<file path="config.mk">
export PLATFORM = sky130hd
export DESIGN_NAME = sdiv_issue_queue_flat
export DESIGN_NICKNAME = d
export VERILOG_FILES = /design/src/rtl/sdiv_issue_queue_if.sv /design/src/rtl/sdiv_issue_queue.sv /design/src/flat_wrapper.sv
export SDC_FILE = /design/constraint.sdc
export NUM_CORES = 1
export LEC_CHECK = 0
export ABC_CLOCK_PERIOD_IN_PS = 6680
export CAP_MARGIN = 20
export CORE_UTILIZATION = 56
export DETAILED_ROUTE_END_ITERATION = 8
export GPL_TIMING_DRIVEN = 0
export PLACE_DENSITY = 0.82
export SYNTH_ARGS = -nofsm -noshare
export SYNTH_HDL_FRONTEND = slang
export SYNTH_SLANG_ARGS = --single-unit
</file>
<file path="constraint.sdc">
create_clock -name clk -period 6.68 [get_ports clk]
set_input_delay 1.336 -clock clk [delete_from_list [all_inputs] [get_ports clk]]
set_output_delay 1.336 -clock clk [all_outputs]
set_load 0.02 [all_outputs]
</file>
<file path="src/rtl/sdiv_issue_queue_if.sv">
// Handshake bundle between the divider issue queue and its producer, divider and consumer.
// The slave side is the issue queue; the master side drives operands, divider results and out_ready.
interface sdiv_issue_queue_if;
  logic        in_valid;
  logic        in_ready;
  logic [15:0] in_dividend;
  logic [15:0] in_divisor;
  logic        div_go;
  logic [15:0] div_dividend;
  logic [15:0] div_divisor;
  logic        div_rdy;
  logic [15:0] div_quotient;
  logic        out_valid;
  logic        out_ready;
  logic [15:0] out_quotient;
  logic [1:0]  out_err;
  logic        busy;

  modport slave (
    input  in_valid, in_dividend, in_divisor, div_rdy, div_quotient, out_ready,
    output in_ready, div_go, div_dividend, div_divisor, out_valid, out_quotient, out_err, busy
  );

  modport master (
    output in_valid, in_dividend, in_divisor, div_rdy, div_quotient, out_ready,
    input  in_ready, div_go, div_dividend, div_divisor, out_valid, out_quotient, out_err, busy
  );
endinterface

</file>
<file path="src/rtl/sdiv_issue_queue.sv">
// Operand FIFO and single-flight issue FSM for the signed 16-bit iterative divider.
// Divide-by-zero and 0x8000/-1 are resolved here; other pairs go to the divider with a timeout guard.
module sdiv_issue_queue #(
  parameter int DEPTH   = 4,
  parameter int TIMEOUT = 40
) (
  input  logic              clk,
  input  logic              rst,
  sdiv_issue_queue_if.slave bus
);
  localparam int AW = $clog2(DEPTH);
  localparam int CW = $clog2(DEPTH + 1);
  localparam int TW = $clog2(TIMEOUT + 1);
  localparam logic [CW-1:0] FULL_CNT = CW'(DEPTH);
  localparam logic [TW-1:0] TMO_LAST = TW'(TIMEOUT - 1);

  typedef enum logic [1:0] {IDLE, ISSUE, WAIT, HOLD} state_t;

  state_t        r_state, w_next;
  logic [31:0]   r_mem [DEPTH];
  logic [AW-1:0] r_wr_ptr, r_rd_ptr;
  logic [CW-1:0] r_count;
  logic [TW-1:0] r_tmo;
  logic [15:0]   r_div_a, r_div_b, r_quot;
  logic [1:0]    r_err;

  logic          w_full, w_empty, w_push, w_pop;
  logic          w_ld_res;
  logic [15:0]   w_res_q, w_head_a, w_head_b;
  logic [1:0]    w_res_err;

  assign w_full   = (r_count == FULL_CNT);
  assign w_empty  = (r_count == '0);
  assign w_push   = bus.in_valid && bus.in_ready;
  assign w_head_a = r_mem[r_rd_ptr][31:16];
  assign w_head_b = r_mem[r_rd_ptr][15:0];

  assign bus.in_ready     = !rst && !w_full;
  assign bus.div_go       = (r_state == ISSUE);
  assign bus.div_dividend = r_div_a;
  assign bus.div_divisor  = r_div_b;
  assign bus.out_valid    = (r_state == HOLD);
  assign bus.out_quotient = r_quot;
  assign bus.out_err      = r_err;
  assign bus.busy         = !w_empty || (r_state != IDLE);

  always_ff @(posedge clk) begin
    if (w_push) r_mem[r_wr_ptr] <= {bus.in_dividend, bus.in_divisor};
  end

  always_ff @(posedge clk) begin
    if (rst) begin
      r_wr_ptr <= '0;
      r_rd_ptr <= '0;
      r_count  <= '0;
    end else begin
      if (w_push) r_wr_ptr <= r_wr_ptr + 1'b1;
      if (w_pop)  r_rd_ptr <= r_rd_ptr + 1'b1;
      case ({w_push, w_pop})
        2'b10:   r_count <= r_count + 1'b1;
        2'b01:   r_count <= r_count - 1'b1;
        default: r_count <= r_count;
      endcase
    end
  end

  always_ff @(posedge clk) begin
    if (rst) r_state <= IDLE;
    else     r_state <= w_next;
  end

  // div_rdy is only honoured in WAIT; a stray or late pulse elsewhere falls through untouched.
  always_comb begin
    w_next    = r_state;
    w_pop     = 1'b0;
    w_ld_res  = 1'b0;
    w_res_q   = '0;
    w_res_err = 2'b00;
    case (r_state)
      IDLE: begin
        if (!w_empty) begin
          w_pop = 1'b1;
          if (w_head_b == 16'h0000) begin
            w_ld_res  = 1'b1;
            w_res_q   = w_head_a[15] ? 16'h8000 : 16'h7FFF;
            w_res_err = 2'b01;
            w_next    = HOLD;
          end else if (w_head_a == 16'h8000 && w_head_b == 16'hFFFF) begin
            w_ld_res  = 1'b1;
            w_res_q   = 16'h7FFF;
            w_res_err = 2'b10;
            w_next    = HOLD;
          end else begin
            w_next = ISSUE;
          end
        end
      end
      ISSUE: w_next = WAIT;
      WAIT: begin
        if (bus.div_rdy) begin
          w_ld_res  = 1'b1;
          w_res_q   = bus.div_quotient;
          w_res_err = 2'b00;
          w_next    = HOLD;
        end else if (r_tmo == TMO_LAST) begin
          w_ld_res  = 1'b1;
          w_res_q   = 16'h0000;
          w_res_err = 2'b11;
          w_next    = HOLD;
        end
      end
      HOLD: if (bus.out_ready) w_next = IDLE;
      default: w_next = IDLE;
    endcase
  end

  always_ff @(posedge clk) begin
    if (rst) begin
      r_tmo <= '0;
    end else if (r_state == ISSUE) begin
      r_tmo <= '0;
    end else if (r_state == WAIT) begin
      r_tmo <= r_tmo + 1'b1;
    end
  end

  always_ff @(posedge clk) begin
    if (rst) begin
      r_div_a <= '0;
      r_div_b <= '0;
      r_quot  <= '0;
      r_err   <= 2'b00;
    end else begin
      if (w_pop) begin
        r_div_a <= w_head_a;
        r_div_b <= w_head_b;
      end
      if (w_ld_res) begin
        r_quot <= w_res_q;
        r_err  <= w_res_err;
      end
    end
  end
endmodule

</file>
<file path="src/flat_wrapper.sv">
// flat-port wrapper written by rule: the top's interface ports become plain ports
module sdiv_issue_queue_flat 
#(
  parameter int DEPTH   = 4,
  parameter int TIMEOUT = 40
)
  (clk, rst, bus_in_valid, bus_in_dividend, bus_in_divisor, bus_div_rdy, bus_div_quotient, bus_out_ready, bus_in_ready, bus_div_go, bus_div_dividend, bus_div_divisor, bus_out_valid, bus_out_quotient, bus_out_err, bus_busy);
  sdiv_issue_queue_if bus_i ();
  input  logic clk;
  input  logic rst;
  input wire logic [$bits(bus_i.in_valid)-1:0] bus_in_valid;
  input wire logic [$bits(bus_i.in_dividend)-1:0] bus_in_dividend;
  input wire logic [$bits(bus_i.in_divisor)-1:0] bus_in_divisor;
  input wire logic [$bits(bus_i.div_rdy)-1:0] bus_div_rdy;
  input wire logic [$bits(bus_i.div_quotient)-1:0] bus_div_quotient;
  input wire logic [$bits(bus_i.out_ready)-1:0] bus_out_ready;
  output wire logic [$bits(bus_i.in_ready)-1:0] bus_in_ready;
  output wire logic [$bits(bus_i.div_go)-1:0] bus_div_go;
  output wire logic [$bits(bus_i.div_dividend)-1:0] bus_div_dividend;
  output wire logic [$bits(bus_i.div_divisor)-1:0] bus_div_divisor;
  output wire logic [$bits(bus_i.out_valid)-1:0] bus_out_valid;
  output wire logic [$bits(bus_i.out_quotient)-1:0] bus_out_quotient;
  output wire logic [$bits(bus_i.out_err)-1:0] bus_out_err;
  output wire logic [$bits(bus_i.busy)-1:0] bus_busy;
  assign bus_i.in_valid = bus_in_valid;
  assign bus_i.in_dividend = bus_in_dividend;
  assign bus_i.in_divisor = bus_in_divisor;
  assign bus_i.div_rdy = bus_div_rdy;
  assign bus_i.div_quotient = bus_div_quotient;
  assign bus_i.out_ready = bus_out_ready;
  assign bus_in_ready = bus_i.in_ready;
  assign bus_div_go = bus_i.div_go;
  assign bus_div_dividend = bus_i.div_dividend;
  assign bus_div_divisor = bus_i.div_divisor;
  assign bus_out_valid = bus_i.out_valid;
  assign bus_out_quotient = bus_i.out_quotient;
  assign bus_out_err = bus_i.out_err;
  assign bus_busy = bus_i.busy;
  sdiv_issue_queue #(.DEPTH(DEPTH), .TIMEOUT(TIMEOUT)) u_core (.clk(clk), .rst(rst), .bus(bus_i));
endmodule
</file>
* Yosys cells after proc, flatten, opt, wreduce, memory -nomap -nowiden
Memory sizes are Yosys's and may differ from the RTL's. A register that Yosys moved wholly into a read port is not among the register bits.
Cells that the tools add are included.
** Cells by class
- Add/subtract/negate cells :: 5
- Equal/unequal tests :: 12
- Multiplexer cells :: 32
- Reduce and logical (&&, ||, !) cells :: 14
** Operator list (number)
- 16-bit two-way mux :: 4
- 16-bit == test, second input constant :: 2
- 16-bit case mux with 2 select lines :: 1
- 2-bit two-way mux :: 13
- 16-bit zero test :: 1
- 15-bit two-way mux :: 1
- 1-bit two-way mux :: 9
- 2-bit case mux with 4 select lines :: 1
- 6-bit by 1-bit adder with 6-bit output, second input constant :: 1
- 2-bit == test, second input constant :: 3
- 6-bit == test, second input constant :: 1
- 3-bit case mux with 2 select lines :: 1
- 2-bit by 1-bit adder with 2-bit output, second input constant :: 2
- 2-bit by 1-bit == test with 1-bit output, second input constant :: 2
- 2-bit != test, second input constant :: 2
- 2-bit case mux with 2 select lines :: 1
- 2-bit nonzero test :: 2
- 3-bit by 1-bit adder with 3-bit output, second input constant :: 1
- 3-bit == test, second input constant :: 1
- 1-bit logical AND :: 3
- 1-bit zero test :: 3
- 3-bit zero test :: 1
- 3-bit by 2-bit != test with 1-bit output, second input constant :: 1
- 3-bit AND reduction :: 1
- other kinds (5) :: 5
** Storage, ports and cells
- Bits in registers :: 65
- Memory bits (writable) :: 128
- Input bits :: 53
- Output and inout port bits :: 54
- Logic and storage cells :: 73
- Memories :: 1
** Memories
- u_core.r_mem :: depth 4, bits a word 32, rd ports 1, clocked after memory_dff 1, write ports 1, line sdiv_issue_queue.sv:20 : logic [31:0] r_mem [DEPTH];

* Longest topological paths before layout
- Depth in word-level cells :: 6
- Gate-level depth with buffers :: 12

* Worst setup path after synthesis
No wires, ideal clock.
- Kind :: in2reg
- Start :: in rst
- End :: reg u_core.r_count[2]
- Arrival time :: 3336 ps
- Required time :: 6610 ps
- Setup slack :: 3274 ps
- Cell stages on the path :: 10
- Path buffers :: 1
- Cells stage by stage :: clkbuf_1 -> a31oi_1 -> and2_1 -> inv_1 -> ha_1 -> inv_1 -> fa_1 -> xor2_1 -> or3_1 -> a21oi_1
** On the way
- Longest elaborated chain between the ends :: 5
- Elaborated cells on any way between the ends :: 7
- Those cells by class :: 2 x eq/ne; 1 x mux; 4 x reduce/logical
** RTL lines
- start: declaration :: line flat_wrapper.sv:10 : input logic rst;
- 1-bit zero test * :: line sdiv_issue_queue.sv:38 : assign bus.in_ready = !rst && !w_full;
- 1-bit logical AND * :: line sdiv_issue_queue.sv:38
- via bus_in_ready :: line flat_wrapper.sv:17 : output wire logic [$bits(bus_i.in_ready)-1:0] bus_in_ready;
- 1-bit logical AND * :: line sdiv_issue_queue.sv:34 : assign w_push = bus.in_valid && bus.in_ready;
- 2-bit by 1-bit == test with 1-bit output / 2-bit == test (equally long branches) :: line sdiv_issue_queue.sv:59 : case ({w_push, w_pop})
- 3-bit case mux with 2 select lines / 2-bit nonzero test (equally long branches)
- end signal: assignment :: line sdiv_issue_queue.sv:60 : 2'b10: r_count <= r_count + 1'b1;
- end signal: assignment :: line sdiv_issue_queue.sv:61 : 2'b01: r_count <= r_count - 1'b1;
- end signal: assignment :: line sdiv_issue_queue.sv:62 : default: r_count <= r_count;
- end: declaration :: line sdiv_issue_queue.sv:22 : logic [CW-1:0] r_count;
Mark *: on every way through the listed nets, which the timed path passes. The rest lies on a longest branch.
A chain may end at the register's enable or synchronous reset.

* Worst setup path in the final report
- Start :: in rst
- End :: out bus_in_ready
** On the way
- Longest elaborated chain between the ends :: 2
** RTL lines (line)
- 1-bit zero test :: sdiv_issue_queue.sv:38
- 1-bit logical AND :: sdiv_issue_queue.sv:38
- end: declaration :: flat_wrapper.sv:17
Every way passes these cells.

==> Implementation_results.wiki <==
{| class="wikitable"
! Metric !! Value
|-
| Library cell with the largest summed area after synthesis || edfxtp_1
|-
| Placement-stage worst setup slack || between 2000 and 2500 ps
|-
| Net Switching || between 1000 and 1500 uW
|-
| Combinational fraction of design power || 0.299
|-
| Number of buffers between clock root and the deepest sink || 2
|-
| RSZ-0062 raised after global routing || no
|-
| Count of final setup violators || 0
|-
| Delay-heaviest family, CP || buffers and inverters
|-
| Wire length reported by the detailed router || 15000 um
|-
| Placed standard-cell area || slightly below 0.009 mm^2
|-
| Setup crit end || bus_in_ready
|-
| Startpoint of the worst setup timing path || rst
|-
| Clock share of power || 0.269
|-
| Number of instances resized during post-cts repair || 0
|-
| Distinct cell type count of the synthesized netlist || 44
|-
| Internal Dissipation || roughly 2400 uW
|-
| Starting DRT DRC Count || ~480
|-
| CP required || between 5000 and 6000 ps
|-
| Clock latency of the later-clocked register in the worst-skew pair || roughly 430 ps
|-
| Congestion Overflow GR || 0
|-
| Full die area || approximately 0.014 mm^2
|-
| Clock-pin slew of the registers on the worst-case setup and hold paths || 60 ps
|-
| Hold violation total from the final report || 0
|-
| Critical Path, Cell by Cell || clkdlybuf4s50_1 > clkbuf_1 > a31oi_1 > clkdlybuf4s50_1
|-
| H-tree levels || 4
|-
| Number of post-CTS setup repair buffers || 0
|-
| CTS tree || built
|-
| Crit Path Category || in -> out
|-
| Accumulated negative setup slack || 0 ps
|-
| Fill cell total of the finished layout || 823
|-
| Number of search-and-repair iterations in the first detailed-routing pass || 7
|-
| Number of antenna violations at the first check in global routing || 0
|-
| Vertical extent of the die || between 100 and 150 um
|-
| Remaining DRCs || 0
|-
| CP Launch Type || input port
|-
| Largest fanout of any net on the critical path || 10
|-
| Leak pwr || around 0.0030 uW
|-
| Fin Clk Skew || about 7.7 ps
|-
| Switching share of power || 0.318
|-
| Cell with the largest stage delay on the worst path || clkdlybuf4s50_1
|-
| Synthesized area per cell || approximately 15 um^2
|-
| Share of cells above drive strength 1 || 0.125
|-
| Number of nets in the layout || 666
|-
| Yosys warnings || 0
|-
| I/O pins || between 100 and 150
|-
| Main area contributors after synthesis || edfxtp_1 (52%), dfxtp_1 (18%), mux4_2 (9.2%)
|-
| Sum of net half-perimeters after detailed placement || about 10000 um
|-
| Via count of the first global-routing pass || 4601
|-
| Routed length on met1 || between 5000 and 6000 um
|-
| Critical path's most frequent cell || clkdlybuf4s50_1
|-
| Largest incremental delay on the critical path || 690 ps
|-
| Class of the tightest hold or removal check || reg -> reg
|-
| Maximum ir drop on the vdd rail || approximately 0.22 mV
|-
| Number of CTS-inserted buffers || 17
|-
| Total met2 wirelength after detailed routing || between 7000 and 8000 um
|-
| Die X || between 100 and 150 um
|-
| Synthesis-stage register bit count || slightly below 200
|-
| Dominant synthesized flop cell || edfxtp_1
|-
| Asr flop ratio synth || 0
|-
| Root Buffer Master || clkbuf_16
|-
| Final-layout worst hold slack || ~450 ps
|-
| Detailed-routed wire length on met3 || around 1300 um
|-
| Detail-routed via count per cell || 5.83
|-
| Cells after synthesis || between 400 and 500
|-
| Outcome || finished, final reports clean
|-
| Aggregate global-route resource usage || 0.237
|-
| Leading cell types in the layout, fill and taps excluded || edfxtp_1 (128), clkdlybuf4s50_1 (106), nand2_1 (71)
|-
| Area growth from synthesis to layout || 24.9%
|-
| Fraction of the core area covered by cells at the end of the flow || 0.723
|-
| Critical R2R Launch || u_core.r_state[0]
|-
| Cts hold-fix bufs || 0
|-
| Initial standard-cell utilization of the core || 0.579
|-
| Number of violations of the max-capacitance limit || 0
|-
| Uppermost metal layer occupied by signal nets || met4
|-
| Slew @ Worst Pin || just over 900 ps
|-
| Final RePlAce weighted congestion || 0.811
|-
| Reg-to-reg endpoint || u_core.r_count[2]
|-
| Length in cells of the worst reg-to-reg path || 12
|-
| Type of destination of the critical path || primary output
|-
| Flop pwr share || 0.432
|-
| Final min period || approximately 4500 ps
|-
| Share of Yosys cell area claimed by the top area cell type || 0.522
|-
| Maximum clock rate || roughly 0.22 GHz
|-
| Number of flops mapped to enable cells by yosys || approximately 130
|-
| Via Count || ~4600
|-
| Post-route setup slack || around 2200 ps
|-
| Standard cell core area || approximately 0.013 mm^2
|-
| Net count after synthesis || around 540
|-
| Commonest non-fill, non-tap cell in the layout || edfxtp_1
|-
| Period Utilization, post-route || 0.673
|-
| Number of rows created at floorplan || 41
|-
| Port Buffer Count || about 110
|-
| Wire length of the first global-routing pass || about 23000 um
|-
| Buffering stage count on the worst path with inverters included || 3
|-
| Drt wl/cell || approximately 19 um
|-
| TritonCTS Sinks || just under 200
|-
| Power density of the placed cells || 386 mW/mm^2
|-
| Critical Path AT || around 3200 ps
|-
| Pins over their slew limit || 0
|-
| Final instance area || approximately 0.009 mm^2
|-
| Antenna Diode Count || 0
|-
| Headroom to the max-slew limit || 0.392
|-
| Total standard cell area after synthesis || approximately 0.0074 mm^2
|-
| Sequential-to-total area share from yosys stat || 0.704
|-
| Reg-to-reg slack, setup || between 3000 and 4000 ps
|-
| WP depth || 4
|-
| Pin count of the biggest net entering global routing || 33
|-
| Antenna-violating nets left || 0
|}
==> worst min path at each step <==
| stage | start | endpoint | slack [ps] | cells past startpoint |
|---|---|---|---|---|
| after detailed placement | u_core.bus.div_divisor[14] | u_core.bus.div_divisor[14] | 450 | 2 |
| after CTS | u_core.bus.div_divisor[14] | u_core.bus.div_divisor[14] | 460 | 2 |
| final | u_core.bus.div_dividend[1] | u_core.bus.div_dividend[1] | 450 | 2 |
| after floorplan | u_core.r_tmo[5] | u_core.r_tmo[5] | 450 | 2 |
| after global routing | u_core.bus.div_dividend[1] | u_core.bus.div_dividend[1] | 470 | 2 |
| after global placement | u_core.bus.div_dividend[15] | u_core.bus.div_dividend[15] | 450 | 2 |
==> per-layer routing <==
metal	global-route usage	vias to the layer above
li1	-	2062
met1	0.285	2260
met2	0.402	233
met3	0.0618	33
met4	0.111	0
met5	0	-
==> layout make-up <==
cell class / instances / area [um^2] / share of cell area
flip-flops and latches: 195 / 5180 / 0.564
multi-input cells: 246 / 2010 / 0.218
clock inverters: 12 / 106 / 0.0116
clock buffers: 20 / 447 / 0.0486
well taps: 172 / 215 / 0.0234
repair buffers: 106 / 1060 / 0.115
plain buffers: 25 / 131 / 0.0143
inverters: 11 / 41.3 / 0.00449
==> metrics by stage <==
stage / instances / total power, uW
floorplan: 477 / 2190
global placement: 755 / 2580
detailed placement: 755 / 2620
finish: 787 / 3550
CTS: 787 / 3560
global route: 787 / 3700
==> cell usage after synthesis (8+ instances only) <==
cell and count:
mux4_2 30, nand2_1 71, dfxtp_1 67, nor2_1 18, clkbuf_1 15, edfxtp_1 128
a221o_1 15, nand4_1 8, a21oi_1 38, ha_1 10, inv_1 10
==> registers in the layout (all words and copies together), names as in the netlist, named ones only <==
register                 cells
u_core.r_rd_ptr              2
u_core.r_tmo                 6
u_core.bus.div_dividend     16
u_core.bus.div_divisor      16
u_core.r_count               3
u_core.r_mem               128
u_core.r_state               2
u_core.bus.out_quotient     16
u_core.r_wr_ptr              2
u_core.bus.out_err           2
==> power groups by stage <==
stage	Sequential, uW	Combinational, uW	Clock, uW
after global routing	1550	1140	1010
after global placement	1550	1020	0
final	1540	1060	954
after floorplan	1650	537	0
after CTS	1540	1060	965
after detailed placement	1560	1050	0
==> logic make-up (layout without fill, tap and decap cells) <==
| logic type | Yosys count | after routing | share of synthesized area |
|---|---|---|---|
| mux | 33 | 33 | 0.100 |
| simple gates | 124 | 124 | 0.0789 |
| compound gates | 69 | 69 | 0.0626 |
| fa+ha+maj | 11 | 11 | 0.0197 |
| flops | 195 | 195 | 0.704 |
| buf+inv | 36 | 174 | 0.0235 |
| xor+xnor | 9 | 9 | 0.0107 |
==> worst reg2reg max path: stages (launching register included) <==
cell	delay, ps
dfxtp_1	370
inv_1	80
ha_1	250
nand2b_1	200
clkbuf_1	440
clkinv_1	410
clkbuf_1	350
ha_1	310
inv_1	70
fa_1	180
xor2_1	80
or3_1	300
a21oi_1	150
(Power assumes the default switching activity.)
